## src/rtl/udt_cfg_ctrl_pkg.sv

```systemverilog
// Shared definitions for the UDT configuration/status controller:
// register offsets, connection-state codes, status codes, command and
// response encodings, and the byte-lane merge helper.
package udt_cfg_ctrl_pkg;

    localparam logic [7:0] ADDR_CTRL       = 8'h00;
    localparam logic [7:0] ADDR_CFG_STATUS = 8'h04;
    localparam logic [7:0] ADDR_CONN_BASE  = 8'h08;
    localparam logic [7:0] ADDR_IRQ_STAT   = 8'h1C;
    localparam logic [7:0] ADDR_CFG_BASE   = 8'h20;

    typedef enum logic [2:0] {
        CS_UNOPENED   = 3'd0,
        CS_CONNECTING = 3'd1,
        CS_CONNECTED  = 3'd2,
        CS_CONN_FAIL  = 3'd3,
        CS_CLOSING    = 3'd4,
        CS_CLOSED     = 3'd5,
        CS_CLOSE_FAIL = 3'd6,
        CS_INVALID    = 3'd7
    } conn_state_e;

    typedef enum logic [1:0] {
        ST_OK        = 2'd0,
        ST_ERR_CONN  = 2'd1,
        ST_ERR_RANGE = 2'd2,
        ST_ERR_BUSY  = 2'd3
    } cfg_status_e;

    localparam logic [1:0] OP_NONE  = 2'd0;
    localparam logic [1:0] OP_OPEN  = 2'd1;
    localparam logic [1:0] OP_CLOSE = 2'd2;

    localparam logic [1:0] RESP_OKAY   = 2'b00;
    localparam logic [1:0] RESP_SLVERR = 2'b10;
    localparam logic [1:0] RESP_DECERR = 2'b11;

    typedef enum logic {
        CMD_IDLE  = 1'b0,
        CMD_ISSUE = 1'b1
    } cmd_state_e;

    function automatic logic [31:0] byte_merge(input logic [31:0] old_val,
                                               input logic [31:0] new_val,
                                               input logic [3:0]  strb);
        logic [31:0] m;
        for (int b = 0; b < 4; b++)
            m[b*8 +: 8] = strb[b] ? new_val[b*8 +: 8] : old_val[b*8 +: 8];
        return m;
    endfunction

endpackage

```

## src/rtl/udt_cfg_axil_if.sv

```systemverilog
// AXI-Lite slave front end: channel handshakes and response registers.
// A write is accepted when address and data are both presented and no
// response is pending; the core sees a single-cycle wr_en and returns the
// response code combinationally, which is registered with bvalid.
module udt_cfg_axil_if
    import udt_cfg_ctrl_pkg::*;
(
    input  logic        i_clk,
    input  logic        i_rst_n,
    input  logic [31:0] i_awaddr,
    input  logic        i_awvalid,
    output logic        o_awready,
    input  logic [31:0] i_wdata,
    input  logic [3:0]  i_wstrb,
    input  logic        i_wvalid,
    output logic        o_wready,
    output logic [1:0]  o_bresp,
    output logic        o_bvalid,
    input  logic        i_bready,
    input  logic [31:0] i_araddr,
    input  logic        i_arvalid,
    output logic        o_arready,
    output logic [31:0] o_rdata,
    output logic [1:0]  o_rresp,
    output logic        o_rvalid,
    input  logic        i_rready,
    output logic        o_wr_en,
    output logic [7:0]  o_wr_addr,
    output logic [31:0] o_wr_data,
    output logic [3:0]  o_wr_strb,
    input  logic [1:0]  i_wr_resp,
    output logic [7:0]  o_rd_addr,
    input  logic [31:0] i_rd_data
);

    logic        r_bvalid;
    logic [1:0]  r_bresp;
    logic        r_rvalid;
    logic [31:0] r_rdata;
    logic        w_wr_acc;
    logic        w_rd_acc;
    logic        w_unused;

    // Readies are held low while reset is asserted.
    assign w_wr_acc  = i_rst_n & i_awvalid & i_wvalid & ~r_bvalid;
    assign w_rd_acc  = i_rst_n & i_arvalid & ~r_rvalid;

    assign o_awready = w_wr_acc;
    assign o_wready  = w_wr_acc;
    assign o_arready = i_rst_n & ~r_rvalid;

    assign o_wr_en   = w_wr_acc;
    assign o_wr_addr = i_awaddr[7:0];
    assign o_wr_data = i_wdata;
    assign o_wr_strb = i_wstrb;
    assign o_rd_addr = i_araddr[7:0];

    assign o_bvalid  = r_bvalid;
    assign o_bresp   = r_bresp;
    assign o_rvalid  = r_rvalid;
    assign o_rdata   = r_rdata;
    assign o_rresp   = RESP_OKAY;

    assign w_unused  = ^{i_awaddr[31:8], i_araddr[31:8]};

    // Write response: captured on accept, held until bready.
    always_ff @(posedge i_clk) begin
        if (!i_rst_n) begin
            r_bvalid <= 1'b0;
            r_bresp  <= RESP_OKAY;
        end else if (w_wr_acc) begin
            r_bvalid <= 1'b1;
            r_bresp  <= i_wr_resp;
        end else if (i_bready) begin
            r_bvalid <= 1'b0;
        end
    end

    // Read data: captured on accept, held until rready.
    always_ff @(posedge i_clk) begin
        if (!i_rst_n) begin
            r_rvalid <= 1'b0;
            r_rdata  <= '0;
        end else if (w_rd_acc) begin
            r_rvalid <= 1'b1;
            r_rdata  <= i_rd_data;
        end else if (i_rready) begin
            r_rvalid <= 1'b0;
        end
    end

endmodule

```

## src/rtl/udt_cfg_ctrl.sv

```systemverilog
// UDT configuration/status register block for NUM_SOCK sockets.
// Holds range-checked config words, turns CTRL writes into connect/close
// commands for the Socket Manager, and tracks per-socket connection state
// from Socket Manager reports.
// Optional feature macro: UDT_CFG_IRQ_EN (per-socket state-change interrupt).
//
// Command FSM:
//   state     | meaning
//   CMD_IDLE  | no command outstanding
//   CMD_ISSUE | cmd_valid high, op/sock held until cmd_ready
module udt_cfg_ctrl
    import udt_cfg_ctrl_pkg::*;
#(
    parameter int          NUM_SOCK = 2,
    parameter int          NUM_CFG  = 8,
    parameter logic [31:0] CFG_MAX  = 32'h0000FFFF
) (
    input  logic        ctrl_s_axi_aclk,
    input  logic        ctrl_s_axi_aresetn,
    input  logic [31:0] ctrl_s_axi_awaddr,
    input  logic        ctrl_s_axi_awvalid,
    output logic        ctrl_s_axi_awready,
    input  logic [31:0] ctrl_s_axi_wdata,
    input  logic [3:0]  ctrl_s_axi_wstrb,
    input  logic        ctrl_s_axi_wvalid,
    output logic        ctrl_s_axi_wready,
    output logic [1:0]  ctrl_s_axi_bresp,
    output logic        ctrl_s_axi_bvalid,
    input  logic        ctrl_s_axi_bready,
    input  logic [31:0] ctrl_s_axi_araddr,
    input  logic        ctrl_s_axi_arvalid,
    output logic        ctrl_s_axi_arready,
    output logic [31:0] ctrl_s_axi_rdata,
    output logic [1:0]  ctrl_s_axi_rresp,
    output logic        ctrl_s_axi_rvalid,
    input  logic        ctrl_s_axi_rready,
    input  logic [31:0] udt_state,
    input  logic [1:0]  state_sock,
    input  logic        state_valid,
    output logic        state_ready,
    output logic        cmd_valid,
    input  logic        cmd_ready,
    output logic [1:0]  cmd_op,
    output logic [1:0]  cmd_sock
`ifdef UDT_CFG_IRQ_EN
    ,
    output logic        irq
`endif
);

    logic        w_wr_en;
    logic [7:0]  w_wr_addr;
    logic [31:0] w_wr_data;
    logic [3:0]  w_wr_strb;
    logic [1:0]  w_wr_resp;
    logic [7:0]  w_rd_addr;
    logic [31:0] w_rd_data;

    // Arrays sized to the maximum so 2-/3-bit indices always fit; entries
    // beyond NUM_SOCK/NUM_CFG are never written and stay zero.
    logic [2:0]  r_conn [4];
    logic [31:0] r_cfg  [8];
    logic [1:0]  r_status;

    cmd_state_e  r_cmd_state;
    cmd_state_e  w_cmd_state_nxt;
    logic        w_cmd_load;
    logic [1:0]  r_cmd_op;
    logic [1:0]  r_cmd_sock;

    logic [2:0]  w_cfg_idx;
    logic        w_cfg_hit;
    logic [31:0] w_merged;
    logic        w_any_open;

    logic [1:0]  w_ctrl_op;
    logic [1:0]  w_ctrl_sock;
    logic [2:0]  w_ctrl_cur;
    logic [2:0]  w_ctrl_nxt;
    logic        w_ctrl_issue;
    logic [1:0]  w_ctrl_issue_op;
    logic        w_ctrl_commit;

    logic        w_cfg_we;
    logic        w_status_we;
    logic [1:0]  w_status_nxt;
    logic [3:0]  w_irq_clr;

    logic [2:0]  w_rpt_code;
    logic        w_rpt_hit;
    logic [2:0]  w_rd_conn_idx;
    logic        w_unused;

    udt_cfg_axil_if u_axil_if (
        .i_clk     (ctrl_s_axi_aclk),
        .i_rst_n   (ctrl_s_axi_aresetn),
        .i_awaddr  (ctrl_s_axi_awaddr),
        .i_awvalid (ctrl_s_axi_awvalid),
        .o_awready (ctrl_s_axi_awready),
        .i_wdata   (ctrl_s_axi_wdata),
        .i_wstrb   (ctrl_s_axi_wstrb),
        .i_wvalid  (ctrl_s_axi_wvalid),
        .o_wready  (ctrl_s_axi_wready),
        .o_bresp   (ctrl_s_axi_bresp),
        .o_bvalid  (ctrl_s_axi_bvalid),
        .i_bready  (ctrl_s_axi_bready),
        .i_araddr  (ctrl_s_axi_araddr),
        .i_arvalid (ctrl_s_axi_arvalid),
        .o_arready (ctrl_s_axi_arready),
        .o_rdata   (ctrl_s_axi_rdata),
        .o_rresp   (ctrl_s_axi_rresp),
        .o_rvalid  (ctrl_s_axi_rvalid),
        .i_rready  (ctrl_s_axi_rready),
        .o_wr_en   (w_wr_en),
        .o_wr_addr (w_wr_addr),
        .o_wr_data (w_wr_data),
        .o_wr_strb (w_wr_strb),
        .i_wr_resp (w_wr_resp),
        .o_rd_addr (w_rd_addr),
        .i_rd_data (w_rd_data)
    );

    assign w_unused    = ^udt_state[31:3];

    assign w_cfg_idx   = w_wr_addr[4:2];
    assign w_cfg_hit   = (w_wr_addr[7:5] == 3'b001) && (w_wr_addr[1:0] == 2'b00) &&
                         ({29'd0, w_cfg_idx} < 32'(NUM_CFG));
    assign w_merged    = byte_merge(r_cfg[w_cfg_idx], w_wr_data, w_wr_strb);

    assign w_ctrl_op   = w_wr_data[1:0];
    assign w_ctrl_sock = w_wr_data[5:4];
    assign w_ctrl_cur  = r_conn[w_ctrl_sock];

    // Config writes are locked while any socket is in an active state.
    always_comb begin
        w_any_open = 1'b0;
        for (int s = 0; s < NUM_SOCK; s++) begin
            if (r_conn[s] == CS_CONNECTING || r_conn[s] == CS_CONNECTED ||
                r_conn[s] == CS_CLOSING)
                w_any_open = 1'b1;
        end
    end

    // Connection-state transition and command chosen by a CTRL write.
    always_comb begin
        w_ctrl_nxt      = w_ctrl_cur;
        w_ctrl_issue    = 1'b0;
        w_ctrl_issue_op = OP_NONE;
        if (w_ctrl_op == OP_OPEN) begin
            w_ctrl_issue = 1'b1;
            if (w_ctrl_cur == CS_CONNECTING || w_ctrl_cur == CS_CONNECTED) begin
                w_ctrl_nxt      = CS_CONN_FAIL;
                w_ctrl_issue_op = OP_CLOSE;
            end else begin
                w_ctrl_nxt      = CS_CONNECTING;
                w_ctrl_issue_op = OP_OPEN;
            end
        end else if (w_ctrl_op == OP_CLOSE) begin
            if (w_ctrl_cur == CS_CONNECTING || w_ctrl_cur == CS_CONNECTED) begin
                w_ctrl_nxt      = CS_CLOSING;
                w_ctrl_issue    = 1'b1;
                w_ctrl_issue_op = OP_CLOSE;
            end else if (w_ctrl_cur != CS_CLOSING) begin
                w_ctrl_nxt      = CS_CLOSE_FAIL;
            end
        end
    end

    // Write decode: response code and which registers the write updates.
    always_comb begin
        w_wr_resp     = RESP_DECERR;
        w_cfg_we      = 1'b0;
        w_status_we   = 1'b0;
        w_status_nxt  = r_status;
        w_ctrl_commit = 1'b0;
        w_irq_clr     = 4'd0;
        if (w_wr_addr == ADDR_CTRL) begin
            if (!w_wr_strb[0]) begin
                w_wr_resp = RESP_OKAY;
            end else if ({30'd0, w_ctrl_sock} >= 32'(NUM_SOCK)) begin
                w_wr_resp = RESP_DECERR;
            end else if (cmd_valid) begin
                w_wr_resp    = RESP_SLVERR;
                w_status_we  = 1'b1;
                w_status_nxt = ST_ERR_BUSY;
            end else begin
                w_wr_resp     = RESP_OKAY;
                w_ctrl_commit = (w_ctrl_op == OP_OPEN) || (w_ctrl_op == OP_CLOSE);
            end
        end else if (w_wr_addr == ADDR_IRQ_STAT) begin
            w_wr_resp = RESP_OKAY;
`ifdef UDT_CFG_IRQ_EN
            w_irq_clr = w_wr_data[3:0] & {4{w_wr_strb[0]}};
`endif
        end else if (w_cfg_hit) begin
            w_status_we = 1'b1;
            if (w_any_open) begin
                w_wr_resp    = RESP_SLVERR;
                w_status_nxt = ST_ERR_CONN;
            end else if (w_merged == 32'd0 || w_merged > CFG_MAX) begin
                w_wr_resp    = RESP_SLVERR;
                w_status_nxt = ST_ERR_RANGE;
            end else begin
                w_wr_resp    = RESP_OKAY;
                w_status_nxt = ST_OK;
                w_cfg_we     = 1'b1;
            end
        end
    end

    // A committed CTRL write to the reported socket wins over the report.
    assign state_ready = ~(w_wr_en & w_ctrl_commit & (w_ctrl_sock == state_sock));
    assign w_rpt_code  = udt_state[2:0];
    assign w_rpt_hit   = state_valid & state_ready & (w_rpt_code != CS_INVALID) &
                         ({30'd0, state_sock} < 32'(NUM_SOCK));

    // Register file: connection states, config words and status.
    always_ff @(posedge ctrl_s_axi_aclk) begin
        if (!ctrl_s_axi_aresetn) begin
            for (int s = 0; s < 4; s++) r_conn[s] <= CS_UNOPENED;
            for (int i = 0; i < 8; i++) r_cfg[i] <= '0;
            r_status <= ST_OK;
        end else begin
            if (w_rpt_hit)
                r_conn[state_sock] <= w_rpt_code;
            if (w_wr_en && w_ctrl_commit)
                r_conn[w_ctrl_sock] <= w_ctrl_nxt;
            if (w_wr_en && w_cfg_we)
                r_cfg[w_cfg_idx] <= w_merged;
            if (w_wr_en && w_status_we)
                r_status <= w_status_nxt;
        end
    end

    // Command FSM state register.
    always_ff @(posedge ctrl_s_axi_aclk) begin
        if (!ctrl_s_axi_aresetn) r_cmd_state <= CMD_IDLE;
        else                     r_cmd_state <= w_cmd_state_nxt;
    end

    // Command FSM next state.
    always_comb begin
        w_cmd_state_nxt = r_cmd_state;
        w_cmd_load      = 1'b0;
        case (r_cmd_state)
            CMD_IDLE: begin
                if (w_wr_en && w_ctrl_commit && w_ctrl_issue) begin
                    w_cmd_state_nxt = CMD_ISSUE;
                    w_cmd_load      = 1'b1;
                end
            end
            CMD_ISSUE: begin
                if (cmd_ready) w_cmd_state_nxt = CMD_IDLE;
            end
            default: w_cmd_state_nxt = CMD_IDLE;
        endcase
    end

    // Command payload, held stable while cmd_valid is high.
    always_ff @(posedge ctrl_s_axi_aclk) begin
        if (!ctrl_s_axi_aresetn) begin
            r_cmd_op   <= OP_NONE;
            r_cmd_sock <= 2'd0;
        end else if (w_cmd_load) begin
            r_cmd_op   <= w_ctrl_issue_op;
            r_cmd_sock <= w_ctrl_sock;
        end
    end

    assign cmd_valid = (r_cmd_state == CMD_ISSUE);
    assign cmd_op    = r_cmd_op;
    assign cmd_sock  = r_cmd_sock;

`ifdef UDT_CFG_IRQ_EN
    logic [3:0] r_irq_stat;
    logic [3:0] w_irq_set;
    logic [3:0] w_irq_nxt;
    logic       r_irq;

    // Interrupt status: set on a report that changes state; set beats clear.
    always_comb begin
        w_irq_set = 4'd0;
        if (w_rpt_hit && (r_conn[state_sock] != w_rpt_code))
            w_irq_set[state_sock] = 1'b1;
        w_irq_nxt = (r_irq_stat & ~(w_wr_en ? w_irq_clr : 4'd0)) | w_irq_set;
    end

    // Interrupt status and registered interrupt line.
    always_ff @(posedge ctrl_s_axi_aclk) begin
        if (!ctrl_s_axi_aresetn) begin
            r_irq_stat <= 4'd0;
            r_irq      <= 1'b0;
        end else begin
            r_irq_stat <= w_irq_nxt;
            r_irq      <= |w_irq_nxt;
        end
    end

    assign irq = r_irq;
`endif

    assign w_rd_conn_idx = w_rd_addr[4:2] - 3'd2;

    // Read mux; unmapped addresses return zero.
    always_comb begin
        w_rd_data = '0;
        if (w_rd_addr[1:0] == 2'b00) begin
            if (w_rd_addr == ADDR_CFG_STATUS) begin
                w_rd_data = {30'd0, r_status};
            end else if (w_rd_addr[7:5] == 3'b001) begin
                if ({29'd0, w_rd_addr[4:2]} < 32'(NUM_CFG))
                    w_rd_data = r_cfg[w_rd_addr[4:2]];
            end else if (w_rd_addr[7:5] == 3'b000 && w_rd_addr[4:2] >= 3'd2 &&
                         {29'd0, w_rd_conn_idx} < 32'(NUM_SOCK)) begin
                w_rd_data = {29'd0, r_conn[w_rd_conn_idx[1:0]]};
`ifdef UDT_CFG_IRQ_EN
            end else if (w_rd_addr == ADDR_IRQ_STAT) begin
                w_rd_data = {28'd0, r_irq_stat};
`endif
            end
        end
    end

endmodule

```

## config.mk

```make
export PLATFORM = sky130hd
export DESIGN_NAME = udt_cfg_ctrl
export DESIGN_NICKNAME = d
export VERILOG_FILES = /design/src/rtl/udt_cfg_ctrl_pkg.sv /design/src/rtl/udt_cfg_axil_if.sv /design/src/rtl/udt_cfg_ctrl.sv
export SDC_FILE = /design/constraint.sdc
export NUM_CORES = 1
export LEC_CHECK = 0
export ABC_AREA = 1
export CORE_ASPECT_RATIO = 2
export CORE_MARGIN = 10
export CORE_UTILIZATION = 60
export CTS_CLUSTER_DIAMETER = 80
export DETAILED_ROUTE_END_ITERATION = 10
export PLACE_DENSITY_LB_ADDON = 0.08
export RECOVER_POWER = 25
export SETUP_SLACK_MARGIN = 0.2
export SKIP_LAST_GASP = 1
export SLEW_MARGIN = 15
export SYNTH_ARGS = -nofsm -noshare
export SYNTH_HDL_FRONTEND = slang
export SYNTH_SLANG_ARGS = --single-unit
```

## constraint.sdc

```tcl
create_clock -name ctrl_s_axi_aclk -period 10.51 [get_ports ctrl_s_axi_aclk]
set_input_delay 2.6275 -clock ctrl_s_axi_aclk [delete_from_list [all_inputs] [get_ports ctrl_s_axi_aclk]]
set_output_delay 2.6275 -clock ctrl_s_axi_aclk [all_outputs]
set_load 0.02 [all_outputs]
```

**Yosys cells after proc, flatten, opt, wreduce, memory -nomap -nowiden**

Memories as Yosys holds them, arrays and structs flattened.
Index checks and enable logic that the tools add are counted.

- Register bits after elaboration: 43
- Memory bits (writable): 268
- Input port bits: 143
- Output and inout bits: 47
- Logic and storage cells: 157
- Memories: 2

- Add/subtract/negate cells: 1
- Order comparisons: 5
- Equality and inequality tests: 21
- Muxes and demuxes: 79
- Bitwise gates (word level): 15
- Reductions and logical operators: 26

Memory list:

| name | words | width | read ports | clocked after memory_dff | write ports | RTL line | RTL |
|---|---|---|---|---|---|---|---|
| r_cfg | 8 | 32 | 2 | 0 | 8 | udt_cfg_ctrl.sv:62 | `logic [31:0] r_cfg [8];` |
| r_conn | 4 | 3 | 4 | 0 | 4 | udt_cfg_ctrl.sv:61 | `logic [2:0] r_conn [4];` |

Operator list:

| operator | count |
|---|---|
| $mux 32 | 4 |
| $mux 2 | 22 |
| $mux 1 | 40 |
| $gt 32x16->1 const B | 1 |
| $logic_not 32->1 | 1 |
| $mux 8 | 4 |
| $reduce_or 32->1 | 1 |
| $mux 3 | 8 |
| $eq 3x1->1 const B | 5 |
| $and 1x1->1 | 11 |
| $eq 3x2->1 const B | 3 |
| $eq 8x3->1 const B | 1 |
| $eq 8x5->1 const B | 1 |
| $logic_not 8->1 | 1 |
| $ne 2x2->1 const B | 4 |
| $logic_and 1x1->1 | 7 |
| $logic_or 1x1->1 | 7 |
| $eq 3x3->1 const B | 2 |
| $ne 3x3->1 const B | 2 |
| $reduce_and 6->1 | 1 |
| $reduce_bool 2->1 | 3 |
| $reduce_or 3->1 | 2 |
| $logic_not 2->1 | 2 |
| $not 1->1 | 4 |
| other kinds (10) | 10 |

**Depth between registers and ports, before layout**

Gate-level depths: netlist of run 1.

- Word-level depth: 17
- Mapped depth: 18
- Gate-level depth less buffers: 15

**Hierarchy**

From an unflattened synthesis of run 1, not the netlist that was laid out.

- Cell total of the unflattened synthesis: 2075
- Area total of the unflattened synthesis: 17306.6 sq um

By module, submodules not included:

| module | times used | cells each | area each (sq um) | sequential area each (sq um) |
|---|---|---|---|---|
| udt_cfg_ctrl | 1 | 1785 | 15295.9 | 8187.9 |
| udt_cfg_axil_if | 1 | 290 | 2010.7 | 720.7 |

**Least setup slack after synthesis of run 1**

Ideal clock, no wire load.

- Path type: input -> output
- From: input ctrl_s_axi_awaddr[2]
- To: output state_ready
- Data arrival time: 3.976 ns
- Data required time: 7.883 ns
- Slack: 3.907 ns
- Stages on the path: 11
- Buffers on the path: 3
- Path through: buf_4 clkinv_2 buf_4 buf_6 nand2_1 inv_1 nand2_1 inv_1 nand4_1 inv_1 nand4_1

- Cells in the longest elaborated chain, start to end: 5

Ends and longest elaborated chain:

| what | RTL line | RTL |
|---|---|---|
| start, declared | udt_cfg_ctrl.sv:20 | `input logic [31:0] ctrl_s_axi_awaddr,` |
| $logic_not 8->1 | udt_cfg_ctrl.sv:177 | `if (w_wr_addr == ADDR_CTRL) begin` |
| $mux 1 | udt_cfg_ctrl.sv:177 |  |
| $and 1x1->1 (2 in a row) | udt_cfg_ctrl.sv:212 | `assign state_ready = ~(w_wr_en & w_ctrl_commit & (w_ctrl_sock == state_sock));` |
| $not 1->1 | udt_cfg_ctrl.sv:212 |  |
| end, declared | udt_cfg_ctrl.sv:40 | `output logic state_ready,` |

No other way between the ends.

==> results.txt, run 1 <==
- Status: finished with violations
- The checks that failed: capacitance limit, slew limit.
- For met1 alone, demand over resource in global routing was 0.290.
* Leading area contributor after synthesis: sky130_fd_sc_hd__edfxtp_1
- Fraction of the core area covered by cells at the end of the flow: 0.701
* DRT Wirelength: 47.6 mm
- Critical path class: input port to flip-flop
- In the finished design, the share of the clock period the worst path needs comes to 0.861.
* Height of the die: 253 um
* Power Dens Cells: 150 nW/um2
- The worst setup path is captured at a flip-flop.
- Die X-Extent: 136 um
* Final Setup Violations: 0
- Pin count of the biggest net entering global routing: 117
- Number of instances resized during post-cts repair: 0
* RSZ-0062 raised after global routing: no
* Number of hold buffers added after CTS: 0
* Fraction of final layout cells with drive strength greater than 1: 0.0475
- Most frequent cell after synthesis: sky130_fd_sc_hd__nand2_1
- Subtracting the final worst setup slack from the clock period gives 9.05 ns.
* All-Layer GR Usage: 0.275
- Summed over all failing endpoints, the final setup total negative slack is 0 ns.
- Worst slack after detailed placement: 2.47 ns
- Synthesis-to-finish area growth: 15.4%
- Final count of hold timing violations: 0
* Total number of vias: 13980
* Ratio of routed vias to standard cells: 5.61
- The cell area that synthesis handed to floorplanning was 16300 um2.
* Part of the Yosys area used for sequential elements: 0.547
- First-pass GRT wire length: 73.4 mm
- The layout has 2187 filler cells.
- TritonCTS buffer count: 27
* Number of design-rule violations left by the first detailed-router iteration: 1461
* Sequential Area: 8910 um2
- In this run the critical register-to-register path is launched from r_cfg[6][20].
* TritonCTS clock tree: yes
- For this run, asynchronously set or reset flops after synthesis account for 0.
- The number of global-route vias before repair was 13968.
* Flops & latches, synth: 311
- Die Area: 34500 um2
- During synthesis, Yosys emitted a total of 0 warnings.
- Summing all multi-input logic gate instances after layout gives 6330 um2.
* Post-synth top flop: sky130_fd_sc_hd__edfxtp_1
- Met2 layer usage reported by global route: 0.497
- The initial antenna violation count is 0.
- Startpoint types: input port
- Along the worst path, the maximum fanout reaches 57.
- Number of synthesized flops with an enable pin: 268
- The share of synthesized area in the top cell type comes to 0.495.
* Average cell area after synthesis: 8.37 um2
- PnR worst setup slack: 1.46 ns
- For this configuration, the core starts out at a cell density of 0.607.
* List of most frequent post-synthesis cells: sky130_fd_sc_hd__nand2_1, sky130_fd_sc_hd__nor2_1, sky130_fd_sc_hd__edfxtp_1
- Root Buffer: sky130_fd_sc_hd__clkbuf_16
- Floorplan row count: 85
- Across the VDD grid, the largest voltage drop is 0.146 mV.
* Yosys cell types: 40
* DPL Wire Length: 29.5 mm
- Busiest layer in global routing: met2
* Remaining DRCs: 0
- Leakage dissipation: 8.20 nW
- Tightest Pin Transition: 3.08 ns
- Data arrives at the worst endpoint at 9.28 ns.
- Max H-tree Level: 1
- Once placement finished, the instance area stood at 17900 um2.
* Worst clock skew: 0.0166 ns
- Dividing the detail-routed wire length by the instance count gives 19.1 um.
- Peak clock frequency supported by timing: 0.111 GHz
- Cell-by-cell listing of the critical path: buf_6 -> clkinv_2 -> clkbuf_1 -> nand2_1 -> nand3_1 -> nand3_1 -> o21bai_1 -> nand2_1 -> nor2_1 -> nand2_1 -> nor2_1 -> nand3_4 -> nor2_8 -> nand3_1 -> nand2_1 -> buf_4
* 1st-pass router iterations: 9
* Last weighted congestion value of the routability-driven placer: 0.865
- Top-level I/O count: 190
- Post-CTS timing repair inserted 0 buffers for setup.
* Diodes inserted: 0
- Maximum buffer depth of the clock tree: 3
* Max cap viols: 3
- After the last flow step, the layout net total stands at 2271.
- Synthesis produced 1944 cells.
- Max-slew violation count: 112
- Total power consumption of the routed design: 0.00281 W
- After synthesis, the cell types taking the most area are sky130_fd_sc_hd__edfxtp_1, sky130_fd_sc_hd__nand2_1, sky130_fd_sc_hd__nor2_1.
* Hold Path Class: flip-flop to flip-flop
* Crit-path slowest cell: sky130_fd_sc_hd__clkbuf_1
- Residual antenna-violating net count after detailed routing: 0
- Cell repeated most along the worst path: sky130_fd_sc_hd__nand2_1
- Measured against its own limit, the worst slew margin works out to -1.06.
- Tracing the worst setup path back leads to its startpoint at ctrl_s_axi_awaddr[2].
* Area of the core: 26800 um2
- Clock latency on the worst-skew pair: 0.56 ns
* Reg clk slew, reported paths: 0.07 ns
* Peak per-stage delay on the critical path: 1.74 ns
- Data on the critical path is required at its endpoint by 10.74 ns.
* Global Route met3 Usage: 0.0381
- Clock tree synthesis found a total of 311 sinks.
- In this run the most critical hold path is launched from u_axil_if.o_rdata[20].
* Buffers on Ports: 110
* Overflow left after global routing: 0
* Final standard cell area without fillers: 18800 um2
-- worst max-delay path: cells and delay by family --
family / cells / cell delay [ns]
buffers and inverters: 4 / 2.96
AND/OR/NAND/NOR: 11 / 3.34
AO/OA/AOI/OAI: 1 / 0.25
-- placed cells by master, fill, tap and decap left out, drive strengths merged, types with 2 or more instances in the layout --
cell type      synthesis  routed
nand3                121     121
inv                  241     242
clkdlybuf4s50          0      66
clkinv                 4       9
ha                     2       2
o22ai                  7       7
clkbuf                59      40
nand3b                 2       2
o21bai                 3       3
nor3                  16      16
edfxtp               268     268
nor4                   2       2
buf                   54      23
nor3b                  2       2
dfxtp                 43      43
bufinv                 0       5
nand4                  4       4
nor2                 303     303
a21oi                167     167
conb                   1     133
o221ai                 2       2
o211ai                47      47
nand2                396     396
a31oi                  3       3
or2                   27      27
dlygate4sd3            0      42
o21ai                164     164
-- power by group --
| group | switching, W | internal, W |
|---|---|---|
| registers | 0.0000257 | 0.00141 |
| logic | 0.000233 | 0.0000998 |
| clock network | 0.000445 | 0.000603 |
| total | 0.000704 | 0.00211 |
-- through the flow --
step                      std cells  hold WS, ns
after global routing           2494        0.478
after global placement         2445        0.453
after floorplan                2076        0.505
after detailed placement       2445        0.456
after CTS                      2494        0.466
final                          2494        0.461
-- layer usage --
| metal | vias to the layer above | wire, um | share of wire |
|---|---|---|---|
| met2 | 724 | 24700 | 0.52 |
| met5 | - | 0 | 0 |
| met3 | 186 | 3850 | 0.081 |
| met4 | 0 | 2870 | 0.060 |
| li1 | 6643 | - | - |
| met1 | 6427 | 16100 | 0.34 |
-- cell type report --
class | count | share of cell area
Clock buffer | 37 | 0.0385
Sequential cell | 311 | 0.475
Inverter | 245 | 0.0491
Multi-Input combinational cell | 1407 | 0.337
Clock inverter | 12 | 0.00980
Timing Repair Buffer | 134 | 0.0676
Tap cell | 348 | 0.0232
-- path summary, 6_finish.rpt --
path | depth (start not counted) | slack, ns | endpoint
max | 16 | 1.46 | r_cfg[7][30]
min | 2 | 0.46 | u_axil_if.o_rdata[20]
max reg2reg | 14 | 5.68 | r_cfg[7][30]
min reg2reg | 2 | 0.46 | u_axil_if.o_rdata[20]
-- logic make-up after synthesis --
logic type      synth area share
compound gates             0.131
xor+xnor                0.000538
flops                      0.547
simple gates               0.227
buf+inv                   0.0919
other cells             0.000230
fa+ha+maj                0.00154
-- state kept, by name, indices dropped and copies added (netlist names) --
| signal | count |
|---|---|
| r_status | 2 |
| cmd_op | 2 |
| u_axil_if.o_bvalid | 1 |
| u_axil_if.o_bresp | 2 |
| cmd_sock | 2 |
| cmd_valid | 1 |
| u_axil_if.o_rvalid | 1 |
| u_axil_if.o_rdata | 32 |
| r_conn | 12 |
| r_cfg | 256 |
(Power assumes the default switching activity.)
==> run 2, diff against run 1 <==
CORE_ASPECT_RATIO = 1.75   (was 2)
==> run 2 against run 1 <==
Effect of this change: the run still ends with capacitance limit, slew limit left; die area is 0.41% lower; combinational power hardly changed; maximum frequency shrank 2.4%; largest power group unchanged; register-to-register slack improved by 0.11 ns; total power is 0.53% lower; largest cell class unchanged; flip-flop and latch count is the same; worst hold slack about the same; sequential power about the same.
==> results.txt, run 2 (synthesis gave the netlist of run 1 again) <==
- Of the cells placed in the final design, the portion with a size suffix greater than 1 is 0.0520.
- After the first detailed-routing iteration, the DRC count stood at 1639.
- Most flops, register: r_cfg
* Startpoint types: input port
* Total number of vias: 14095
- After clock tree synthesis, the clock-pin slew on the worst setup and hold paths is 0.06 ns.
- Of all nets on the critical path, the largest fanout is 18.
- In the routed layout, each cell is associated on average with a via count of 5.69.
- Max cap viols: 4
- The worst pin sits at a relative slew slack of -1.33.
* Data required time of the worst path: 10.71 ns
- In this run, post-CTS repair resized a total of 0 instances.
- TritonCTS buffer count: 29
* All-Layer GR Usage: 0.276
* Hold path startpoint: u_axil_if.o_rdata[30]
- Vias in the first global route: 14100
- In this run the static leakage power is 8.22 nW.
- The net count of the finished layout is 2275.
- Setup violations remaining at the end of the flow were counted as 0.
* First-pass GRT wire length: 73.8 mm
- The final-report hold violation count is 0.
- Overflow left after global routing: 0
- Dividing the final minimum period by the clock period gives 0.882.
- The initial utilization of the core area, before any placement, comes to 0.610.
- Commonest cells after routing, fill and taps aside: sky130_fd_sc_hd__nand2_1, sky130_fd_sc_hd__nor2_1, sky130_fd_sc_hd__edfxtp_1
- IR analysis of the VDD net gives a maximum drop of 0.149 mV.
- STA classifies the critical path endpoint as a flip-flop.
* Antenna violations before repair: 0
- After clock tree synthesis, the flow added hold-fix buffers numbering 0.
- Floorplan row count: 79
* Pin count of the biggest net entering global routing: 99
* Tightest Pin Transition: 3.49 ns
- The max-slew violation count was 173.
- TritonCTS built the clock tree.
* Violations in the final reports: capacitance limit, slew limit
- R2r worst-path depth: 13
* Power Dens Cells: 149 nW/um2
* Final worst path period need: 9.27 ns
- Derived from the worst setup path, the maximum achievable clock frequency is 0.108 GHz.
* Area of the core: 26700 um2
* Post-route setup TNS: 0 ns
- Largest register FFs: 256
- In this run the worst hold path is classified as flip-flop to flip-flop.
* Height of the die: 238 um
- Setup repair after global routing left no endpoint under its margin.
- CTS built an H-tree with a depth of 1.
- Remaining DRCs: 0
* Diodes inserted: 0
- Total power consumption of the routed design: 0.00280 W
* Critical path class: input port to flip-flop
- The worst hold path passes through 2 cells.
- For flop-to-flop paths, the worst setup slack is 5.79 ns.
* Post-CTS setup-driven buffer insertion count: 0
- Detailed placement ended at an HPWL of 28.9 mm.
- The die covers 34400 um2.
* Clock latency on the worst-skew pair: 0.56 ns
- CP Data Arrival Time: 9.47 ns
* TritonCTS Sinks: 311
- Root Buffer: sky130_fd_sc_hd__clkbuf_16
- During placement, the flow inserted port buffers numbering 110.
- Residual antenna-violating net count after detailed routing: 0
- From left edge to right edge, the die measures 144 um.
- 1st-pass router iterations: 5
- End of the worst hold path: u_axil_if.o_rdata[30]
- Source of the worst register-to-register timing path: r_cfg[0][20]
* Fraction of the core area covered by cells at the end of the flow: 0.704
- Last weighted congestion value of the routability-driven placer: 0.878
- Dividing the detail-routed wire length by the instance count gives 19.4 um.
- Top-level I/O count: 190
* Synthesis-to-finish area growth: 15.4%
* Maximum buffer depth of the clock tree: 3
- Clock skew on the completed layout was measured at 0.0196 ns.
- DRT Wirelength: 48.0 mm
* Worst R2R End: r_cfg[0][31]
* Most frequent standard cell in the layout excluding fill and tap cells: sky130_fd_sc_hd__nand2_1
- Status: finished with violations
-- run 2: changes by cell type in the layout (fill, tap and decap cells not counted), moves of 2 or more --
cell / delta
sky130_fd_sc_hd__bufinv_16: -4
sky130_fd_sc_hd__clkbuf_8: +4
sky130_fd_sc_hd__clkbuf_16: +2
sky130_fd_sc_hd__clkinv_2: +5
sky130_fd_sc_hd__clkinvlp_4: +2
sky130_fd_sc_hd__clkbuf_1: -3
-- run 2: worst max path at each step --
stage	start	to	slack (ns)	cells past startpoint
2_1_floorplan	ctrl_s_axi_awaddr[2]	state_ready	3.91	11
3_3_place_gp	ctrl_s_axi_awaddr[3]	state_ready	2.52	11
3_5_place_dp	ctrl_s_axi_awaddr[4]	state_ready	2.47	11
4_1_cts	ctrl_s_axi_awaddr[4]	state_ready	2.46	11
5_1_grt	ctrl_s_axi_awaddr[3]	r_cfg[0][31]	1.18	17
6_report	ctrl_s_axi_awaddr[3]	r_cfg[0][31]	1.24	17
-- run 2: critical path: stages --
cell and delay, ns:
sky130_fd_sc_hd__clkdlybuf4s50_1 0.56, sky130_fd_sc_hd__inv_2 0.06, sky130_fd_sc_hd__nor2_1 1.48, sky130_fd_sc_hd__clkbuf_1 1.12, sky130_fd_sc_hd__o21ai_0 0.23, sky130_fd_sc_hd__o21ai_0 0.21, sky130_fd_sc_hd__nor2_1 0.07, sky130_fd_sc_hd__nor2_1 0.20
sky130_fd_sc_hd__nor2_1 0.08, sky130_fd_sc_hd__nand2_1 0.06, sky130_fd_sc_hd__nor2_1 0.03, sky130_fd_sc_hd__nand2_1 0.14, sky130_fd_sc_hd__nand3_4 0.12, sky130_fd_sc_hd__nor2_8 0.27, sky130_fd_sc_hd__nand2_1 0.67, sky130_fd_sc_hd__nand2_1 1.00
sky130_fd_sc_hd__buf_4 0.49
-- run 2: metal layers --
layer  global-route usage  wire length [um]  vias to the layer above
met5                    0                 0                        -
met4                0.149              2500                        0
met3               0.0406              4390                      171
met2                0.491             24400                      780
met1                0.306             16700                     6489
li1                     -                 -                     6655
-- run 2: stage by stage --
| stage | std cells | area, um2 | setup WS (ns) | hold slack (ns) |
|---|---|---|---|---|
| after detailed placement | 2423 | 17900 | 2.47 | 0.456 |
| final | 2476 | 18800 | 1.24 | 0.460 |
| after global placement | 2423 | 17900 | 2.52 | 0.454 |
| after global routing | 2476 | 18800 | 1.18 | 0.485 |
| after CTS | 2476 | 18800 | 2.46 | 0.466 |
| after floorplan | 2076 | 16800 | 3.91 | 0.505 |
-- run 2: cell type report --
type | count | area, um2
clock buffer | 39 | 813
clock inverter | 14 | 108
fill | 2166 | 7910
inverter | 245 | 921
multi-input combinational | 1407 | 6340
sequential | 311 | 8910
tap | 324 | 405
timing repair buffer | 136 | 1280
-- run 2: report_power, final --
group / internal [W] / switching (W)
sequential: 0.00141 / 0.0000255
combinational: 0.000100 / 0.000235
clock: 0.000569 / 0.000463
==> run 3, diff against run 2 <==
CELL_PAD_IN_SITES_DETAIL_PLACEMENT = 0   (was unset)
CELL_PAD_IN_SITES_GLOBAL_PLACEMENT = 1   (was unset)
CORE_UTILIZATION = 46   (was 60)
PLACE_DENSITY = 0.85   (was unset)
PLACE_DENSITY_LB_ADDON = unset   (was 0.08)
==> run 3 against run 2 <==
Effect of this change: the run still ends with capacitance limit, slew limit left; critical path type unchanged; clock power is 17% higher; worst setup slack better by 0.12 ns; final cell count is 5.8% higher; global-route usage is 5.4 points lower; first-iteration DRC count is 32% lower; design area is 1.8% higher; total power is 6.1% higher; clock-buffer cell count is 3 lower; non-clock buffer count is 1 lower.
==> results.txt, run 3 (synthesis gave the netlist of run 1 again) <==
- Once routing completed, OpenROAD measured the worst setup slack at 1.36 ns.
- Die Area: 43600 um2
- Ratio of routed vias to standard cells: 5.22
- The net count of the finished layout is 2275.
* Tightest Pin Transition: 2.52 ns
- Met1 Routed Length: 18.2 mm
* DPL Wire Length: 30.0 mm
* Residual antenna-violating net count after detailed routing: 0
- Number of instances resized during post-cts repair: 0
- Flop2flop setup slack: 5.57 ns
* Floorplan row count: 91
- Post-route setup TNS: 0 ns
* 1st-pass router iterations: 5
* Relative slew margins: -0.678
- In the global route stage, overall resource usage came out at 0.222.
- In the routed design, unresolved DRC markers number 0.
- Max H-tree Level: 1
* Endpoint of the worst setup timing path: r_cfg[6][23]
- The later pin in the worst-skew pair is clocked with a latency of 0.58 ns.
- Between clock sinks in the finished design, the worst skew comes to 0.0151 ns.
- The path class of the tightest hold or removal check is flip-flop to flip-flop.
- The max-slew violation count was 97.
* Maximum buffer depth of the clock tree: 3
* Area of the core: 35100 um2
- In this run the top signal layer used is met4.
- TritonCTS buffer count: 30
* Vias in the first global route: 13232
- Subtracting the final worst setup slack from the clock period gives 9.15 ns.
- Commonest cells after routing, fill and taps aside: sky130_fd_sc_hd__nand2_1, sky130_fd_sc_hd__nor2_1, sky130_fd_sc_hd__edfxtp_1
- Data arrives at the worst endpoint at 9.37 ns.
* Number of design-rule violations left by the first detailed-router iteration: 1115
- In this run the count of I/O pins placed on the die edge is 190.
- Ratio of final minimum period to clock period: 0.871
- Wire length per cell after detailed routing: 19.0 um
- Max-cap violations in this run came to 3.
* Critical Path Fanout Max: 121
- The register with the most flip-flops in the layout has 256 of them.
- Height of the die: 269 um
* Status: finished with violations
- The register with the most flip-flops in the final layout is r_cfg.
- Buffers on Ports: 110
* Metal2 WL: 26.3 mm
* Worst hold path stage count: 2
- Critical Path Start: ctrl_s_axi_awaddr[2]
* RSZ-0062 raised after global routing: no
* Fraction of final layout cells with drive strength greater than 1: 0.0548
- Data on the critical path is required at its endpoint by 10.73 ns.
- The total overflow left after global routing is 0.
- Summed over all nets, wire length on met3 after detailed routing comes to 3.34 mm.
* Final Setup Violations: 0
- Routability-driven placement finished with a final weighted congestion of 0.828.
- Final count of hold timing violations: 0
- DRT Wirelength: 49.8 mm
- The analysis attributes to cell leakage a power of 8.30 nW.
- Antenna violations before repair: 0
* Number of hold buffers added after CTS: 0
* Worst slack after detailed placement: 1.88 ns
* Critical path class: input port to flip-flop
* TritonCTS Sinks: 311
* Pin count of the biggest net entering global routing: 122
- The worst register-to-register path has a depth of 13.
- The worst setup path is launched from an input port.
- Power Dens Cells: 155 nW/um2
- Post-CTS setup-driven buffer insertion count: 0
- Summing over every cut layer, the via total after detailed routing is 13682.
- Diodes inserted: 0
- At the end of the flow the core is filled with cells to 0.545.
- After clock tree synthesis, the clock-pin slew on the worst setup and hold paths is 0.06 ns.
- Most frequent standard cell in the layout excluding fill and tap cells: sky130_fd_sc_hd__nand2_1
* TritonCTS clock tree: yes
- From left edge to right edge, the die measures 162 um.
- Synthesis-to-finish area growth: 17.5%
- The worst register-to-register path begins at r_cfg[0][20].
- In this run the critical register-to-register path is captured at r_cfg[6][23].
* Maximum VDD drop: 0.140 mV
* First-pass GRT wire length: 74.2 mm
* Peak clock frequency supported by timing: 0.109 GHz
- Violations in the final reports: capacitance limit, slew limit
- The initial utilization of the core area, before any placement, comes to 0.464.
- CTS placed an instance of sky130_fd_sc_hd__clkbuf_16 at the clock tree root.
- STA classifies the critical path endpoint as a flip-flop.
[run 3: worst max-delay path: stages]
cell,delay [ns]
sky130_fd_sc_hd__buf_6,0.65
sky130_fd_sc_hd__clkinv_2,0.97
sky130_fd_sc_hd__clkbuf_1,0.98
sky130_fd_sc_hd__nor2_1,0.31
sky130_fd_sc_hd__nor3_1,0.07
sky130_fd_sc_hd__nor2_1,0.17
sky130_fd_sc_hd__nand2_1,0.09
sky130_fd_sc_hd__nand2_1,0.06
sky130_fd_sc_hd__nand2_1,0.05
sky130_fd_sc_hd__nor2_1,0.10
sky130_fd_sc_hd__nand2_1,0.06
sky130_fd_sc_hd__nor2_1,0.38
sky130_fd_sc_hd__nand3_1,0.31
sky130_fd_sc_hd__nor2_8,0.30
sky130_fd_sc_hd__nand3_1,0.77
sky130_fd_sc_hd__nand2_1,0.91
sky130_fd_sc_hd__buf_4,0.50
[run 3: power breakdown]
| part | switching (W) | total (W) | internal, W |
|---|---|---|---|
| sequential | 0.0000244 | 0.00143 | 0.00141 |
| combinational | 0.000234 | 0.000334 | 0.0000999 |
| clock | 0.000481 | 0.00120 | 0.000723 |
[run 3: layout make-up]
class / instances / area [um2]
Inverter: 245 / 921
Timing Repair Buffer: 135 / 1280
Clock buffer: 36 / 815
Clock inverter: 20 / 283
Tap cell: 465 / 582
Sequential cell: 311 / 8910
Multi-Input combinational cell: 1407 / 6330
Fill cell: 3308 / 16000
[run 3: worst min path at each step]
stage / from / end / slack, ns
after floorplan: r_status[1] / r_status[1] / 0.51
after global placement: u_axil_if.o_rdata[26] / u_axil_if.o_rdata[26] / 0.45
after detailed placement: u_axil_if.o_rdata[20] / u_axil_if.o_rdata[20] / 0.45
after CTS: u_axil_if.o_rdata[26] / u_axil_if.o_rdata[26] / 0.46
after global routing: u_axil_if.o_rdata[20] / u_axil_if.o_rdata[20] / 0.48
final: u_axil_if.o_rdata[14] / u_axil_if.o_rdata[14] / 0.46
[run 3: routing by layer]
metal,vias up,track usage
li1,6659,-
met1,6373,0.247
met2,514,0.413
met3,136,0.0260
met4,0,0.0980
met5,-,0
[run 3: per-stage QoR]
step           area (um2)  instances  total power [W]  hold WS, ns
6_report            19100       2619          0.00297        0.458
5_1_grt             19100       2619          0.00307        0.476
4_1_cts             19200       2619          0.00298        0.464
3_5_place_dp        18100       2563          0.00179        0.454
3_3_place_gp        18100       2563          0.00178        0.453
2_1_floorplan       16800       2076          0.00167        0.505
